### config.mk
export PLATFORM = sky130hd
export DESIGN_NAME = mem_arbiter
export DESIGN_NICKNAME = d
export VERILOG_FILES = /design/src/rtl/mem_arbiter.sv
export SDC_FILE = /design/constraint.sdc
export NUM_CORES = 1
export LEC_CHECK = 0
export BUFFER_PORTS_ARGS = -buffer_cell sky130_fd_sc_hd__buf_2
export CAP_MARGIN = 25
export CORE_AREA = 4 4 135 137
export CTS_CLUSTER_SIZE = 10
export DETAILED_ROUTE_END_ITERATION = 7
export DIE_AREA = 0 0 139 141
export HOLD_SLACK_MARGIN = 0.1
export PLACE_DENSITY_LB_ADDON = 0.12
export SLEW_MARGIN = 0
export SYNTH_ARGS = -nofsm -noshare
export SYNTH_HDL_FRONTEND = slang
export SYNTH_SLANG_ARGS = --single-unit
### constraint.sdc
create_clock -name clk -period 2.98 [get_ports clk]
set_input_delay 0 -clock clk [delete_from_list [all_inputs] [get_ports clk]]
set_output_delay 0 -clock clk [all_outputs]
set_load 0.005 [all_outputs]
### src/rtl/mem_arbiter.sv
`default_nettype none
// ============================================================================
//  Module   : mem_arbiter
//  Purpose  : Single-port RAM arbiter for fetch, data and host-loader ports;
//             fixed priority host > data > fetch with a fetch starvation guard.
//  Revision : 1.0
// ============================================================================
module mem_arbiter #(
    parameter int          ADDR_W       = 14,
    parameter logic [31:0] BASE         = 32'h8000_0000,
    parameter int          LATENCY      = 1,
    parameter int          STARVE_LIMIT = 4
) (
    input  logic              clk,
    input  logic              reset_n,
    input  logic              f_req,
    input  logic [31:0]       f_addr,
    output logic              f_ack,
    output logic [31:0]       f_rdata,
    input  logic              d_req,
    input  logic              d_we,
    input  logic [3:0]        d_be,
    input  logic [31:0]       d_addr,
    input  logic [31:0]       d_wdata,
    output logic              d_ack,
    output logic [31:0]       d_rdata,
    input  logic              h_req,
    input  logic              h_we,
    input  logic [31:0]       h_addr,
    input  logic [31:0]       h_wdata,
    output logic              h_ack,
    output logic [31:0]       h_rdata,
    output logic              m_en,
    output logic [3:0]        m_be,
    output logic [ADDR_W-1:0] m_addr,
    output logic [31:0]       m_wdata,
    input  logic [31:0]       m_rdata,
    output logic              busy,
    output logic              err
);

    localparam int            SW         = $clog2(STARVE_LIMIT + 1);
    localparam int            LW         = (LATENCY > 1) ? $clog2(LATENCY) : 1;
    localparam logic [SW-1:0] STARVE_MAX = SW'(STARVE_LIMIT);
    localparam logic [30:0]   DEPTH      = 31'd1 << ADDR_W;

    typedef enum logic [1:0] {
        S_IDLE  = 2'd0,
        S_ISSUE = 2'd1,
        S_WAIT  = 2'd2,
        S_RESP  = 2'd3
    } state_t;

    typedef enum logic [1:0] {
        SRC_F = 2'd0,
        SRC_D = 2'd1,
        SRC_H = 2'd2
    } src_t;

    state_t              state_q;
    src_t                src_q;
    logic                we_q;
    logic                rng_q;
    logic [LW-1:0]       lat_q;
    logic [SW-1:0]       starve_q;
    logic                f_ack_q, d_ack_q, h_ack_q, err_q, busy_q, m_en_q;
    logic [3:0]          m_be_q;
    logic [ADDR_W-1:0]   m_addr_q;
    logic [31:0]         m_wdata_q, f_rdata_q, d_rdata_q, h_rdata_q;

    src_t                src_d;
    logic                we_d, rng_d, any_req_d, done_d;
    logic [3:0]          be_d;
    logic [29:0]         waddr_d, woff_d;
    logic [31:0]         wdata_d;
    logic [SW-1:0]       starve_d;
    logic                unused_addr_lsbs;

    // Byte-offset bits are dropped: the core aligns sub-word accesses itself.
    assign unused_addr_lsbs = ^{f_addr[1:0], d_addr[1:0], h_addr[1:0]};

    always_comb begin
        any_req_d = f_req | d_req | h_req;
        if (f_req && (starve_q == STARVE_MAX || (!h_req && !d_req))) begin
            src_d = SRC_F;
        end else if (h_req) begin
            src_d = SRC_H;
        end else if (d_req) begin
            src_d = SRC_D;
        end else begin
            src_d = SRC_F;
        end

        we_d    = 1'b0;
        be_d    = 4'h0;
        waddr_d = f_addr[31:2];
        wdata_d = 32'h0;
        case (src_d)
            SRC_H: begin
                we_d    = h_we;
                be_d    = h_we ? 4'hF : 4'h0;
                waddr_d = h_addr[31:2];
                wdata_d = h_wdata;
            end
            SRC_D: begin
                we_d    = d_we;
                be_d    = d_we ? d_be : 4'h0;
                waddr_d = d_addr[31:2];
                wdata_d = d_wdata;
            end
            default: ;
        endcase

        // Unsigned word offset: anything below BASE wraps to a huge value.
        woff_d = waddr_d - BASE[31:2];
        rng_d  = ({1'b0, woff_d} < DEPTH);

        if (!f_req || src_d == SRC_F) begin
            starve_d = '0;
        end else if (starve_q == STARVE_MAX) begin
            starve_d = starve_q;
        end else begin
            starve_d = starve_q + SW'(1);
        end

        done_d = (state_q == S_ISSUE && we_q) ||
                 (state_q == S_WAIT && lat_q == '0);
    end

    always_ff @(posedge clk or negedge reset_n) begin
        if (!reset_n) begin
            state_q   <= S_IDLE;
            src_q     <= SRC_F;
            we_q      <= 1'b0;
            rng_q     <= 1'b0;
            lat_q     <= '0;
            starve_q  <= '0;
            f_ack_q   <= 1'b0;
            d_ack_q   <= 1'b0;
            h_ack_q   <= 1'b0;
            err_q     <= 1'b0;
            busy_q    <= 1'b0;
            m_en_q    <= 1'b0;
            m_be_q    <= 4'h0;
            m_addr_q  <= '0;
            m_wdata_q <= 32'h0;
            f_rdata_q <= 32'h0;
            d_rdata_q <= 32'h0;
            h_rdata_q <= 32'h0;
        end else begin
            f_ack_q <= 1'b0;
            d_ack_q <= 1'b0;
            h_ack_q <= 1'b0;
            err_q   <= 1'b0;
            m_en_q  <= 1'b0;
            m_be_q  <= 4'h0;

            case (state_q)
                S_IDLE: begin
                    if (any_req_d) begin
                        state_q   <= S_ISSUE;
                        busy_q    <= 1'b1;
                        src_q     <= src_d;
                        we_q      <= we_d;
                        rng_q     <= rng_d;
                        starve_q  <= starve_d;
                        m_en_q    <= rng_d;
                        m_be_q    <= rng_d ? be_d : 4'h0;
                        m_addr_q  <= woff_d[ADDR_W-1:0];
                        m_wdata_q <= wdata_d;
                    end
                end
                S_ISSUE: begin
                    if (we_q) begin
                        state_q <= S_RESP;
                    end else begin
                        state_q <= S_WAIT;
                        lat_q   <= LW'(LATENCY - 1);
                    end
                end
                S_WAIT: begin
                    if (lat_q == '0) begin
                        state_q <= S_RESP;
                    end else begin
                        lat_q <= lat_q - LW'(1);
                    end
                end
                default: begin
                    state_q <= S_IDLE;
                    busy_q  <= 1'b0;
                end
            endcase

            if (done_d) begin
                f_ack_q <= (src_q == SRC_F);
                d_ack_q <= (src_q == SRC_D);
                h_ack_q <= (src_q == SRC_H);
                err_q   <= !rng_q;
                if (!we_q) begin
                    case (src_q)
                        SRC_H:   h_rdata_q <= rng_q ? m_rdata : 32'h0;
                        SRC_D:   d_rdata_q <= rng_q ? m_rdata : 32'h0;
                        default: f_rdata_q <= rng_q ? m_rdata : 32'h0;
                    endcase
                end
            end
        end
    end

    assign f_ack   = f_ack_q;
    assign d_ack   = d_ack_q;
    assign h_ack   = h_ack_q;
    assign f_rdata = f_rdata_q;
    assign d_rdata = d_rdata_q;
    assign h_rdata = h_rdata_q;
    assign err     = err_q;
    assign busy    = busy_q;
    assign m_en    = m_en_q;
    assign m_be    = m_be_q;
    assign m_addr  = m_addr_q;
    assign m_wdata = m_wdata_q;

endmodule
`default_nettype wire

# Word level (Yosys, flattened, before mapping)
# Index checks and enable logic that the tools add are counted.
# totals
register_bits	162
mem_count	0
wordCells	94
ram_bits	0
romBits	0
inputBits	203
latchBits	0
# classes
n_mux	30
bitwise	6
shift	0
n_eq_ne	11
add_sub_neg	3
n_reduce_logical	25
mul	0
magnitude_cmp	1
div_mod_pow	0
# op_table
operator	n
case mux 32 bit (2 select lines)	1
case mux 30 bit (2 select lines)	1
2-to-1 mux 32 bit	1
< comparator 30 x 15 -> 1 bit, second input constant	1
subtractor 30 bit, second input constant	1
2-to-1 mux 4 bit	5
AND reduction 3 bit	4
2-to-1 mux 1 bit	11
2-to-1 mux 2 bit	4
inequality test 2 bit, second input constant	4
case mux 4 bit (2 select lines)	1
AND reduction 2 bit	4
equality test 2 x 1 -> 1 bit, second input constant	3
equality test 2 bit, second input constant	3
logical NOT 2 bit	3
2-to-1 mux 3 bit	2
case mux 1 bit (2 select lines)	3
case mux 2 bit (3 select lines)	1
logical AND 1 bit	4
logical NOT 1 bit	4
inverter 1 bit	4
OR reduction 2 bit	2
adder 3 x 1 -> 3 bit, second input constant	1
equality test 3 bit, second input constant	1
other kinds (4)	7

# Logic depth before layout (Yosys ltp)
# Gate-level depths: netlist of the first run.
# logic_depth
word_depth	12
mapped_depth	12

# Worst setup path before layout of the first run
# Ideal clock, no wire load.
# synth_timing
kind	register -> register
start	register starve_q[0]
end	register m_be_q[0] (netlist: m_be[0])
path_stages_with_launch	11
t_required_ns	2.879
t_arrival_ns	2.104
path_buffers	1
synth_period_minus_slack_ns	2.205
slack_ns	0.775
path_cell_list	dfrtp_1 inv_1 ha_1 nand3_1 nand3b_1 ha_1 clkbuf_1 nor2_1 nand4_1 o41a_1 nor4_1
# synth_between
elab_chain_cells	11
# synth_lines
item	line_no	rtl
start: declaration	65	logic [SW-1:0] starve_q;
start signal: assignment	166	starve_q <= starve_d;
equality test 3 bit *	84	if (f_req && (starve_q == STARVE_MAX || (!h_req && !d_req))) begin
logical OR 1 bit *	84	
logical AND 1 bit *	84	
2-to-1 mux 2 bit *	84	
equality test 2 x 1 -> 1 bit or equality test 2 bit (tied branches)	98	case (src_d)
case mux 30 bit (2 select lines)	98	
subtractor 30 bit	115	woff_d = waddr_d - BASE[31:2];
< comparator 30 x 15 -> 1 bit	116	rng_d = ({1'b0, woff_d} < DEPTH);
2-to-1 mux 4 bit *	168	m_be_q <= rng_d ? be_d : 4'h0;
2-to-1 mux 4 bit *	160	if (any_req_d) begin
2-to-1 mux 4 bit *	158	case (state_q)
end signal: assignment	168	
end: declaration	67	logic [3:0] m_be_q;
# Mark *: on every way between the ends. The rest lies on a longest branch, timed or not.
# A chain may end at the register's enable or synchronous reset.

# Worst setup path in the final report of the first run
# layout_timing
start	register starve_q[1]
end	register m_en_q (netlist: m_en)
# layout_between
elab_chain_cells	10
# layout_lines
item	line_no	rtl
equality test 3 bit *	84	
logical OR 1 bit *	84	
logical AND 1 bit *	84	
2-to-1 mux 2 bit *	84	
equality test 2 x 1 -> 1 bit or equality test 2 bit (tied branches)	98	
case mux 30 bit (2 select lines) *	98	
subtractor 30 bit *	115	
< comparator 30 x 15 -> 1 bit *	116	
2-to-1 mux 1 bit *	160	
2-to-1 mux 1 bit *	158	
end signal: assignment	167	m_en_q <= rng_d;
end: declaration	66	logic f_ack_q, d_ack_q, h_ack_q, err_q, busy_q, m_en_q;
# Marked as above.

==> summary.md, run 1 <==
| Metric | Value |
|---|---|
| Ports | ~360 |
| Critical Path Sink Type | register |
| Via Count | 7182 |
| WP buf/inv | 2 |
| Worst path max stage delay | ~0.57 ns |
| DRT iter0 DRCs | around 280 |
| Hold path depth | 4 |
| Critical path arrival | 3.20 ns |
| CP required | 3.33 ns |
| Setup crit start kind | register |
| Reg clk slew, reported paths | ~0.06 ns |
| Worst-Margin Slew | 0.598 ns |
| EDFF count, synth | 0 |
| Clk sinks | 161 |
| Outcome | finished clean |
| Synth warn | 0 |
| Die Ht | approximately 140 um |
| Worst Setup Path Type | reg -> reg |
| Routed WL | approximately 24000 um |
| Total GRT Usage | 24.6% |
| Detail-routed via count per cell | approximately 5.0 |
| CTS root buffer | clkbuf_16 |
| Worst R2R Start | starve_q[1]$_DFFE_PN0P_ |
| H-tree depth | 4 |
| Worst-path cell chain | inv_1, ha_2, nand3_1, nand3b_1, ha_4, nor2_1, nand4_1, o41a_1, nor3_1, dlygate4sd3_1 |
| Detailed Routing Iterations Pass 1 | 5 |
| Syn_nets | ~940 |
| Leakage power | 5.83 nW |
| Post-synthesis register bit count | between 150 and 200 |
| Final period utilization | a little over nine tenths |
| PwrDens | 837 nW/um^2 |
| Clk Latency, worst-skew pair | around 0.42 ns |
| Number of global-route vias before repair | approximately 7400 |
| R2R cell count | 10 |
| First-pass GRT wire length | ~39000 um |
| CP max FO | 8 |
| R2R setup slack | 0.14 ns |
| Peak VDD IR | a little under 500 uV |
| Post-Layout Cell Count | ~1400 |
| Min cycle time layout | around 2.8 ns |
| Area of the mapped netlist | 6860 um^2 |
| Fillers | between 1000 and 1500 |
| Number of buffers created by CTS | 17 |
| Hold Crit Start | h_we |
| TritonCTS clock tree | built |
| DP Cell Count | 1266 |
| Top FF cell, synth | dfrtp_1 |
| Gate Count Post-Synth | 729 |
| WL/cell | between 15 and 20 um |
| Initial Util | 40.2% |
| Sequential share of the synthesized area | 58.7% |
| Gp weighted congestion | about 0.86 |
| Hold EP | we_q$_DFFE_PN0P_ |
| Max Slew Vio Count | 0 |
| Cell row count | 48 |
| Worst path slowest cell | dlygate4sd3_1 |
| Yosys cell types | 33 |
| Slew margin rel. | roughly 60% |
| Synthesized area per cell | 9.41 um^2 |
| Antenna violations before repair | 1 |
| Final-report setup violation count | 0 |
| Post-DP HPWL | ~17000 um |
| Share of cells above drive strength 1 | around a third |
| Max_cap viols | 0 |
| Hold crit path type | in -> reg |
| Area delta synth->final | 59.6% |
| ANT nets after route | 0 |
| CTS max path bufs | 2 |
| Port bufs | ~350 |
| Full die area | around 20000 um^2 |
| CP top delay family | simple AND/OR/NAND/NOR gates |
| Final nets | approximately 1400 |
| Setup TNS Final | 0 ns |
| Final hold violations | 0 |
| Drt drc | 0 |
| Async SR Flop Fraction | 100% |
| Crit Reg-Reg Endpoint | m_en$_DFF_PN0_ |
| Total gr overflow | 0 |
| Core Box Area | 17100 um^2 |
| Pin count of the biggest net entering global routing | 65 |
| Fmax | 352 MHz |
| Total power | between 0.009 and 0.01 W |
| Clk_skew | about 0.0071 ns |
| Die W | between 100 and 150 um |
[where the power goes]
group | internal, W | switching, W | total, W | leakage [nW]
Combinational | 0.00146 | 0.00191 | 0.00337 | 3.40
Sequential | 0.00312 | 0.000505 | 0.00363 | 2.15
Clock | 0.00124 | 0.000926 | 0.00217 | 0.275
Total | 0.00583 | 0.00334 | 0.00916 | 5.83
[registers in the layout, indices dropped and copies added (netlist names), 2 cells and up]
signal	count
d_rdata	32
f_rdata	32
h_rdata	32
m_addr	14
m_be	4
m_wdata	32
src_q	2
starve_q	3
state_q	2
[cell usage after synthesis, types with 2 or more instances]
cell type,count,area share [%]
a21boi_0,2,0.22
ha_1,12,2.2
a21oi_1,7,0.51
nand3b_1,2,0.22
buf_1,7,0.38
clkbuf_1,32,1.8
inv_1,9,0.49
o21ai_0,127,9.3
o41ai_1,2,0.26
nand2_1,233,13
nor2b_1,5,0.46
nor3_1,2,0.15
nand3_1,37,2.7
a22o_1,34,4.3
dfrtp_1,161,59
o31ai_1,4,0.44
a22oi_1,14,1.5
buf_2,12,0.88
nor4_1,10,0.91
nor2_1,4,0.22
[layer usage]
metal  GRT usage (%)  routed length [um]
met1            28.8                9340
met2            43.0               12500
met3            5.53                1550
met4            12.0                1060
met5               0                   0
[cells in the final DEF, fill, tap and decap left out, types with 4 or more instances in the layout]
cell	count
buf_2	347
nand2_1	230
dfrtp_1	161
dlygate4sd3_1	142
o21ai_0	127
nand3_1	36
a22o_1	34
buf_4	18
clkbuf_16	17
a22oi_1	14
inv_1	9
nor4_1	8
ha_1	8
a21oi_1	7
nor2b_1	5
inv_6	5
o31ai_1	4
nor2_1	4
clkinvlp_4	4
[cell families after synthesis]
family | synth area share (%)
mux | 0.146
flops | 58.7
simple gates | 18.1
fa+ha+maj | 2.19
compound gates | 17.3
buf+inv | 3.61
[cell type report]
type / instances / area, um^2 / share of cell area (%)
Multi-Input combinational cell: 507 / 2650 / 24.2
Antenna cell: 1 / 2.50 / 0.0229
Timing Repair Buffer: 512 / 3370 / 30.8
Sequential cell: 161 / 4030 / 36.8
Tap cell: 225 / 282 / 2.57
Inverter: 9 / 33.8 / 0.309
Clock inverter: 14 / 155 / 1.42
Clock buffer: 17 / 425 / 3.88
[how the worst max path moves through the flow]
stage                                 start                 to  slack (ns)  depth (start not counted)
floorplan           starve_q[0]$_DFFE_PN0P_  m_be[0]$_DFF_PN0_        0.77                         10
global placement    starve_q[0]$_DFFE_PN0P_  m_be[2]$_DFF_PN0_        0.65                          9
detailed placement  starve_q[0]$_DFFE_PN0P_  m_be[1]$_DFF_PN0_        0.54                          9
CTS                 starve_q[0]$_DFFE_PN0P_  m_be[2]$_DFF_PN0_        0.07                         10
global route        starve_q[1]$_DFFE_PN0P_     m_en$_DFF_PN0_       -0.01                         10
finish              starve_q[1]$_DFFE_PN0P_     m_en$_DFF_PN0_        0.14                         10
[per-stage QoR]
stage	setup WS [ns]	utilization [%]	cell area, um^2	hold slack (ns)
5_1_grt	-0.0135	64.2	11000	0.152
3_3_place_gp	0.651	51.7	8830	0.0291
4_1_cts	0.0661	63.6	10800	0.102
2_1_floorplan	0.775	-	6860	-0.296
3_5_place_dp	0.544	51.7	8830	0.0238
6_report	0.139	64.2	11000	0.122
[worst reg2reg max path: cells and delay by family (launching register included)]
family,cells,cell delay [ns]
simple gates,5,0.75
buf+inv,2,0.65
compound gates,1,0.50
fa+ha+maj,2,0.49
flops,1,0.39
[repair_timing]
item,in CTS,in global routing
gates resized for setup,0,13
hold buffers,144,0
setup buffers,0,5
setup endpoints to repair,0,12
hold endpoints to repair,263,0
Note: power is estimated with default switching activity, not from simulation.
==> run 2, diff against run 1 <==
--- a/config.mk
+++ b/config.mk
@@ -7,10 +7,13 @@
 export LEC_CHECK = 0
 export BUFFER_PORTS_ARGS = -buffer_cell sky130_fd_sc_hd__buf_2
 export CAP_MARGIN = 25
-export CORE_AREA = 4 4 135 137
-export CTS_CLUSTER_SIZE = 10
+export CELL_PAD_IN_SITES_DETAIL_PLACEMENT = 2
+export CELL_PAD_IN_SITES_GLOBAL_PLACEMENT = 2
+export CORE_ASPECT_RATIO = 1.25
+export CORE_MARGIN = 4
+export CORE_UTILIZATION = 25
+export CTS_CLUSTER_SIZE = 8
 export DETAILED_ROUTE_END_ITERATION = 7
-export DIE_AREA = 0 0 139 141
 export HOLD_SLACK_MARGIN = 0.1
 export PLACE_DENSITY_LB_ADDON = 0.12
 export SLEW_MARGIN = 0
==> run 2 against run 1 <==
Clock skew about the same. Die area rose by 54%. Via count increased by 1.5%. Clock power is 8% higher. Critical path depth is 2 higher. Flip-flop and latch count unchanged. Utilization decreased by 23 points. Worst hold slack improved by 0.0069 ns. Fmax rose by 0.87%. Sequential share of layout area fell by 0.18 points. Highest routed layer unchanged.
==> summary.md, run 2 (same netlist as run 1, synthesis figures left out) <==
| Metric | Value |
|---|---|
| Net Sw Frac | 36.7% (+0.23 points) |
| CP required | 3.35 ns (+0.02 ns) |
| Antenna violations before repair | 0 (-1) |
| Max_cap viols | 0 (unchanged) |
| Setup TNS Final | 0 ns (unchanged) |
| Hold crit path type | in -> async |
| Commonest non-fill, non-tap cell in the layout | buf_2 |
| Drt drc | 0 (unchanged) |
| Port bufs | 348 (unchanged) |
| Ports | 355 (unchanged) |
| H-tree depth | 4 (unchanged) |
| Final-report setup violation count | 0 (unchanged) |
| Worst-path cell chain | inv_1, ha_1, nand3_1, nand2_1, inv_1, ha_2, buf_4, buf_4, a22o_1, dlygate4sd3_1, nand3_1, nand2_1 |
| Detail-routed via count per cell | 4.69 (-5.6%) |
| CP startpoint | starve_q[0]$_DFFE_PN0P_ |
| Sequential Power Share | 38.0% (-1.6 points) |
| Total power | 0.00951 W (+3.8%) |
| Internal power | 0.00602 W (+3.4%) |
| Area delta synth->final | 60.4% |
| Number of global-route vias before repair | 8329 (+13%) |
| Comb pwr share | 37.3% (+0.6 points) |
| Clk sinks | 161 (unchanged) |
| Die Ht | 193 um (+37%) |
| Reg clk slew, reported paths | 0.06 ns (about the same) |
| Via Count | 7289 (+1.5%) |
| Routed WL | 30200 um (+23%) |
| Core Box Area | 26900 um^2 (+58%) |
| Clock power frac | 24.6% (+0.9 points) |
| Number of buffers created by CTS | 17 (unchanged) |
| Total gr overflow | 0 (unchanged) |
| Worst path max stage delay | 0.57 ns (about the same) |
| Initial Util | 25.5% (-15 points) |
| Final hold violations | 0 (unchanged) |
| Cell row count | 67 (+40%) |
| Critical Path Sink Type | register |
| ANT nets after route | 0 (unchanged) |
| Worst Setup Path Type | reg -> reg |
| CP max FO | 23 (+15) |
| CTS max path bufs | 2 (unchanged) |
| Worst R2R Start | starve_q[0]$_DFFE_PN0P_ |
| CTS root buffer | clkbuf_16 |
| Critical path arrival | 3.19 ns (about the same) |
| TritonCTS clock tree | built |
| DRT iter0 DRCs | 172 (-39%) |
| Share of cells above drive strength 1 | 33.2% (-0.68 points) |
| Clk_skew | 0.00732 ns (+0.000256 ns) |
| Post-DP HPWL | 21100 um (+25%) |
| Worst-Margin Slew | 0.656 ns (+0.0584 ns) |
| Gp weighted congestion | 0.788 (-8.5%) |
| Crit Reg-Reg Endpoint | m_wdata[6]$_DFFE_PN0P_ |
| Total GRT Usage | 19.8% (-4.8 points) |
| PwrDens | 864 nW/um^2 (+3.3%) |
| R2R setup slack | 0.16 ns (+0.02 ns) |
| NetSw | 0.00349 W (+4.5%) |
| Fmax | 355 MHz (+0.87%) |
| Most frequent cells in the layout | buf_2, nand2_1, dfrtp_1, dlygate4sd3_1, o21ai_0 |
| Peak VDD IR | 341 uV (-30%) |
| R2R cell count | 12 (+2) |
| Pin count of the biggest net entering global routing | 73 (+12%) |
| WL/cell | 19.4 um (+15%) |
| DP Cell Count | 1385 (+9.4%) |
| Final nets | 1411 (-0.84%) |
| Detailed Routing Iterations Pass 1 | 5 (unchanged) |
| Min cycle time layout | 2.82 ns (-0.0245 ns) |
| Final period utilization | 94.5% (-0.82 points) |
| Full die area | 30200 um^2 (+54%) |
| Crit path capture | m_wdata[6]$_DFFE_PN0P_ |
| Setup crit start kind | register |
| Leakage power | 5.77 nW (-0.91%) |
| Post-Layout Cell Count | 1555 (+7.5%) |
| Outcome | finished clean |
| Slew margin rel. | 56.1% (-4.0 points) |
| Max Slew Vio Count | 0 (unchanged) |
| First-pass GRT wire length | 46600 um (+21%) |
| Clk Latency, worst-skew pair | 0.43 ns (about the same) |
| Worst path slowest cell | dlygate4sd3_1 |
| Die W | 156 um (+12%) |
## run 2: cell count changes in the layout (fill, tap and decap cells not counted), moves of 2 or more
cell	previous run	this run
dlygate4sd3_1	142	137
clkbuf_8	0	2
nor4_1	8	10
clkbuf_1	0	3
buf_4	18	11
inv_6	5	0
bufinv_16	2	4
ha_4	3	1
nor4_2	2	0
## run 2: power groups by stage
stage	clock network, W	logic [W]	registers (W)
after global routing	0.00252	0.00405	0.00375
final	0.00234	0.00355	0.00362
after detailed placement	0	0.00341	0.00367
after CTS	0.00243	0.00363	0.00364
after floorplan	0	0.00143	0.00370
after global placement	0	0.00331	0.00362
## run 2: routing by layer
metal	global-route usage, %	up-vias	wire [um]	share of wire [%]
li1	-	3422	-	-
met1	21.5	3538	11400	38
met2	35.8	279	15600	52
met3	5.21	50	2020	6.7
met4	8.49	0	1150	3.8
met5	0	-	0	0
## run 2: how the worst min path moves through the flow
stage / from / to / slack, ns / cells past startpoint
after floorplan: reset_n / busy$_DFFE_PN0P_ / -0.30 / 0
after global placement: reset_n / f_rdata[9]$_DFFE_PN0P_ / 0.06 / 1
after detailed placement: reset_n / d_rdata[10]$_DFFE_PN0P_ / 0.06 / 1
after CTS: f_addr[17] / m_en$_DFF_PN0_ / 0.12 / 3
after global routing: f_addr[17] / m_en$_DFF_PN0_ / 0.15 / 3
final: reset_n / d_rdata[5]$_DFFE_PN0P_ / 0.13 / 2
## run 2: timing repair
| action | in CTS | in global routing |
|---|---|---|
| hold buffers | 137 | 0 |
| hold endpoints to repair | 217 | 0 |
| gates resized for setup | 0 | 2 |
| setup endpoints to repair | 0 | 17 |
| setup buffers | 0 | 0 |
## run 2: layout make-up
| type | count | area (um^2) |
|---|---|---|
| clock inverter | 10 | 158 |
| timing repair buffer | 500 | 3270 |
| sequential | 161 | 4030 |
| fill | 3009 | 15900 |
| antenna | 1 | 2.50 |
| clock buffer | 22 | 464 |
| tap | 345 | 432 |
| inverter | 9 | 33.8 |
| multi-input combinational | 507 | 2610 |
## run 2: worst max-delay path, delay by kind of cell (launching register included)
kind                       cells  cell delay [ns]
adders and majority gates      2             0.46
and+or+nand+nor                4             0.43
buffers and inverters          5             1.30
AOI/OAI and AO/OA              1             0.17
DFF                            1             0.39
## run 2: stage by stage
step                      hold WS, ns  cell area [um^2]  util (%)  setup WS [ns]
after floorplan                -0.296              6860         -          0.775
after global placement         0.0608              8990      33.4          0.441
after detailed placement       0.0568              8990      33.4          0.346
after CTS                       0.121             11000      40.8         0.0214
after global routing            0.153             11000      40.9        -0.0187
final                           0.129             11000      40.9          0.163
==> run 3, diff against run 2 <==
--- a/config.mk
+++ b/config.mk
@@ -16,7 +16,8 @@
 export DETAILED_ROUTE_END_ITERATION = 7
 export HOLD_SLACK_MARGIN = 0.1
 export PLACE_DENSITY_LB_ADDON = 0.12
-export SLEW_MARGIN = 0
+export REMOVE_ABC_BUFFERS = 1
+export SLEW_MARGIN = 20
 export SYNTH_ARGS = -nofsm -noshare
 export SYNTH_HDL_FRONTEND = slang
 export SYNTH_SLANG_ARGS = --single-unit
==> run 3 against run 2 <==
Critical endpoint is now m_addr[1]$_DFFE_PN0P_. Largest cell class unchanged. Routed wire length is 3.8% lower. Critical path type unchanged. Via count is 0.71% lower. Combinational power down 1%. Clock-buffer cell count shrank 2.
==> summary.md, run 3 (same netlist as run 1, synthesis figures left out) <==
| Metric | Value |
|---|---|
| Cell row count | 67 (unchanged) |
| Number of global-route vias before repair | 8052 (-3.3%) |
| Clk sinks | 161 (unchanged) |
| Setup crit start kind | register |
| Slew margin rel. | 55.8% (-0.32 points) |
| Unrepaired setup endpoints after global routing | no |
| Max_cap viols | 0 (unchanged) |
| Port bufs | 348 (unchanged) |
| Total gr overflow | 0 (unchanged) |
| Worst Setup Path Type | reg -> reg |
| Die W | 156 um (unchanged) |
| Postcts setup bufs | 0 (unchanged) |
| Clk Latency, worst-skew pair | 0.42 ns (about the same) |
| Final period utilization | 90.3% (-4.3 points) |
| Area of the multi-input gates | 2600 um^2 (-0.38%) |
| Met3 routed WL | 2300 um (+14%) |
| Critical Path Sink Type | register |
| WL/cell | 18.7 um (-3.8%) |
| Metal2 WL | 14400 um (-7.9%) |
| Leakage power | 5.75 nW (-0.36%) |
| Initial Util | 25.5% (unchanged) |
| Drt drc | 0 (unchanged) |
| Total GRT Usage | 19.2% (-0.59 points) |
| Clk_skew | 0.0111 ns (+0.00380 ns) |
| Most frequent cells in the layout | buf_2, nand2_1, dfrtp_1, dlygate4sd3_1, o21ai_0 |
| Reg clk slew, reported paths | 0.07 ns (about the same) |
| Post-route design area | 11000 um^2 (-0.40%) |
| First-pass GRT wire length | 45900 um (-1.5%) |
| Outcome | finished clean |
| Final nets | 1414 (+0.21%) |
| Fillers | 3029 (+0.66%) |
| Core Box Area | 26900 um^2 (unchanged) |
| Antenna diodes | 0 (-1) |
| Area delta synth->final | 59.7% |
| Antenna violations before repair | 4 (+4) |
| Final-report setup violation count | 0 (unchanged) |
| Final hold violations | 0 (unchanged) |
| Routed WL | 29000 um (-3.8%) |
| Post-DP HPWL | 20400 um (-3.7%) |
| Share of cells above drive strength 1 | 33.0% (-0.19 points) |
| Full die area | 30200 um^2 (unchanged) |
| Commonest non-fill, non-tap cell in the layout | buf_2 |
| TritonCTS clock tree | built |
| Post-DP Area | 8970 um^2 (-0.22%) |
| Critical path arrival | 3.03 ns (-0.16 ns) |
| Max Slew Vio Count | 0 (unchanged) |
| Pin count of the biggest net entering global routing | 74 (+1.4%) |
| CTS max path bufs | 2 (unchanged) |
| Die Ht | 193 um (unchanged) |
| DRT iter0 DRCs | 190 (+10%) |
| CP required | 3.32 ns (-0.03 ns) |
| Gp weighted congestion | 0.713 (-9.4%) |
| Peak VDD IR | 294 uV (-14%) |
| CTS root buffer | clkbuf_16 |
| ANT nets after route | 0 (unchanged) |
| Detailed Routing Iterations Pass 1 | 4 (-1) |
| Highest routed metal layer | met5 |
| Detail-routed via count per cell | 4.65 (-0.71%) |
| Via Count | 7237 (-0.71%) |
| CP max FO | 36 (+57%) |
| Number of buffers created by CTS | 17 (unchanged) |
| Storage element area | 4030 um^2 (unchanged) |
| Setup TNS Final | 0 ns (unchanged) |
| H-tree depth | 4 (unchanged) |
| Hold crit path type | in -> async |
| Wl on met1 | 11600 um (+2.2%) |
| Worst-Margin Slew | 0.663 ns (+0.00706 ns) |
| Ports | 355 (unchanged) |
| PwrDens | 844 nW/um^2 (-2.4%) |
| Fmax | 372 MHz (+4.7%) |
| Min cycle time layout | 2.69 ns (-0.127 ns) |
==> run 3: report_power, final <==
| part | total, W | internal, W | leakage (nW) | switching [W] |
|---|---|---|---|---|
| Combinational | 0.00351 | 0.00145 | 3.34 | 0.00206 |
| Sequential | 0.00361 | 0.00312 | 2.15 | 0.000490 |
| Clock | 0.00213 | 0.00124 | 0.268 | 0.000886 |
==> run 3: critical path: stages (launching register included) <==
cell and delay [ns]:
dfrtp_1 0.41, inv_1 0.07, ha_1 0.20, nand3_1 0.11
nand3b_1 0.18, ha_2 0.30, buf_6 0.30, a22oi_1 0.11
nand2_1 0.09, o21ai_0 0.07, dlygate4sd3_1 0.57, o21ai_0 0.16
==> run 3: timing repair <==
action | CTS | global route
hold buffers | 141 | 0
hold endpoints to repair | 254 | 0
endpoints found under the setup margin | 0 | 9
gates resized for setup | 0 | 4
==> run 3: final cells by class <==
cell class | count | area share, %
flip-flops and latches | 161 | 36.8
repair buffers | 503 | 30.2
multi-input cells | 507 | 23.7
clock buffers | 20 | 4.08
well taps | 345 | 3.94
clock inverters | 10 | 1.02
inverters | 9 | 0.308
==> run 3: path summary, 6_finish.rpt <==
path	start	endpoint	slack [ns]	cells past startpoint
worst max-delay path	starve_q[0]$_DFFE_PN0P_	m_addr[1]$_DFFE_PN0P_	0.29	11
worst min-delay path	reset_n	f_rdata[26]$_DFFE_PN0P_	0.12	2
worst max register to register	starve_q[0]$_DFFE_PN0P_	m_addr[1]$_DFFE_PN0P_	0.29	11
worst min register to register	h_rdata[29]$_DFFE_PN0P_	h_rdata[29]$_DFFE_PN0P_	0.47	2
max in group asynchronous	reset_n	h_rdata[30]$_DFFE_PN0P_	1.97	3
min in group clk	f_addr[18]	m_be[0]$_DFF_PN0_	0.17	3
==> run 3: layer usage <==
metal  global-route usage [%]  vias up
li1                         -     3415
met1                     22.5     3494
met2                     33.5      286
met3                     6.06       40
met4                     5.85        2
met5                        0        -
==> run 3: metrics by stage <==
stage / total power (W) / instances / util, % / hold WS [ns] / setup slack (ns)
floorplan: 0.00501 / 677 / - / -0.296 / 0.0563
global placement: 0.00690 / 1384 / 33.3 / 0.0187 / 0.587
detailed placement: 0.00704 / 1384 / 33.3 / 0.0180 / 0.522
CTS: 0.00943 / 1555 / 40.7 / 0.101 / 0.149
global route: 0.0101 / 1555 / 40.7 / 0.159 / 0.0269
finish: 0.00925 / 1555 / 40.7 / 0.118 / 0.290
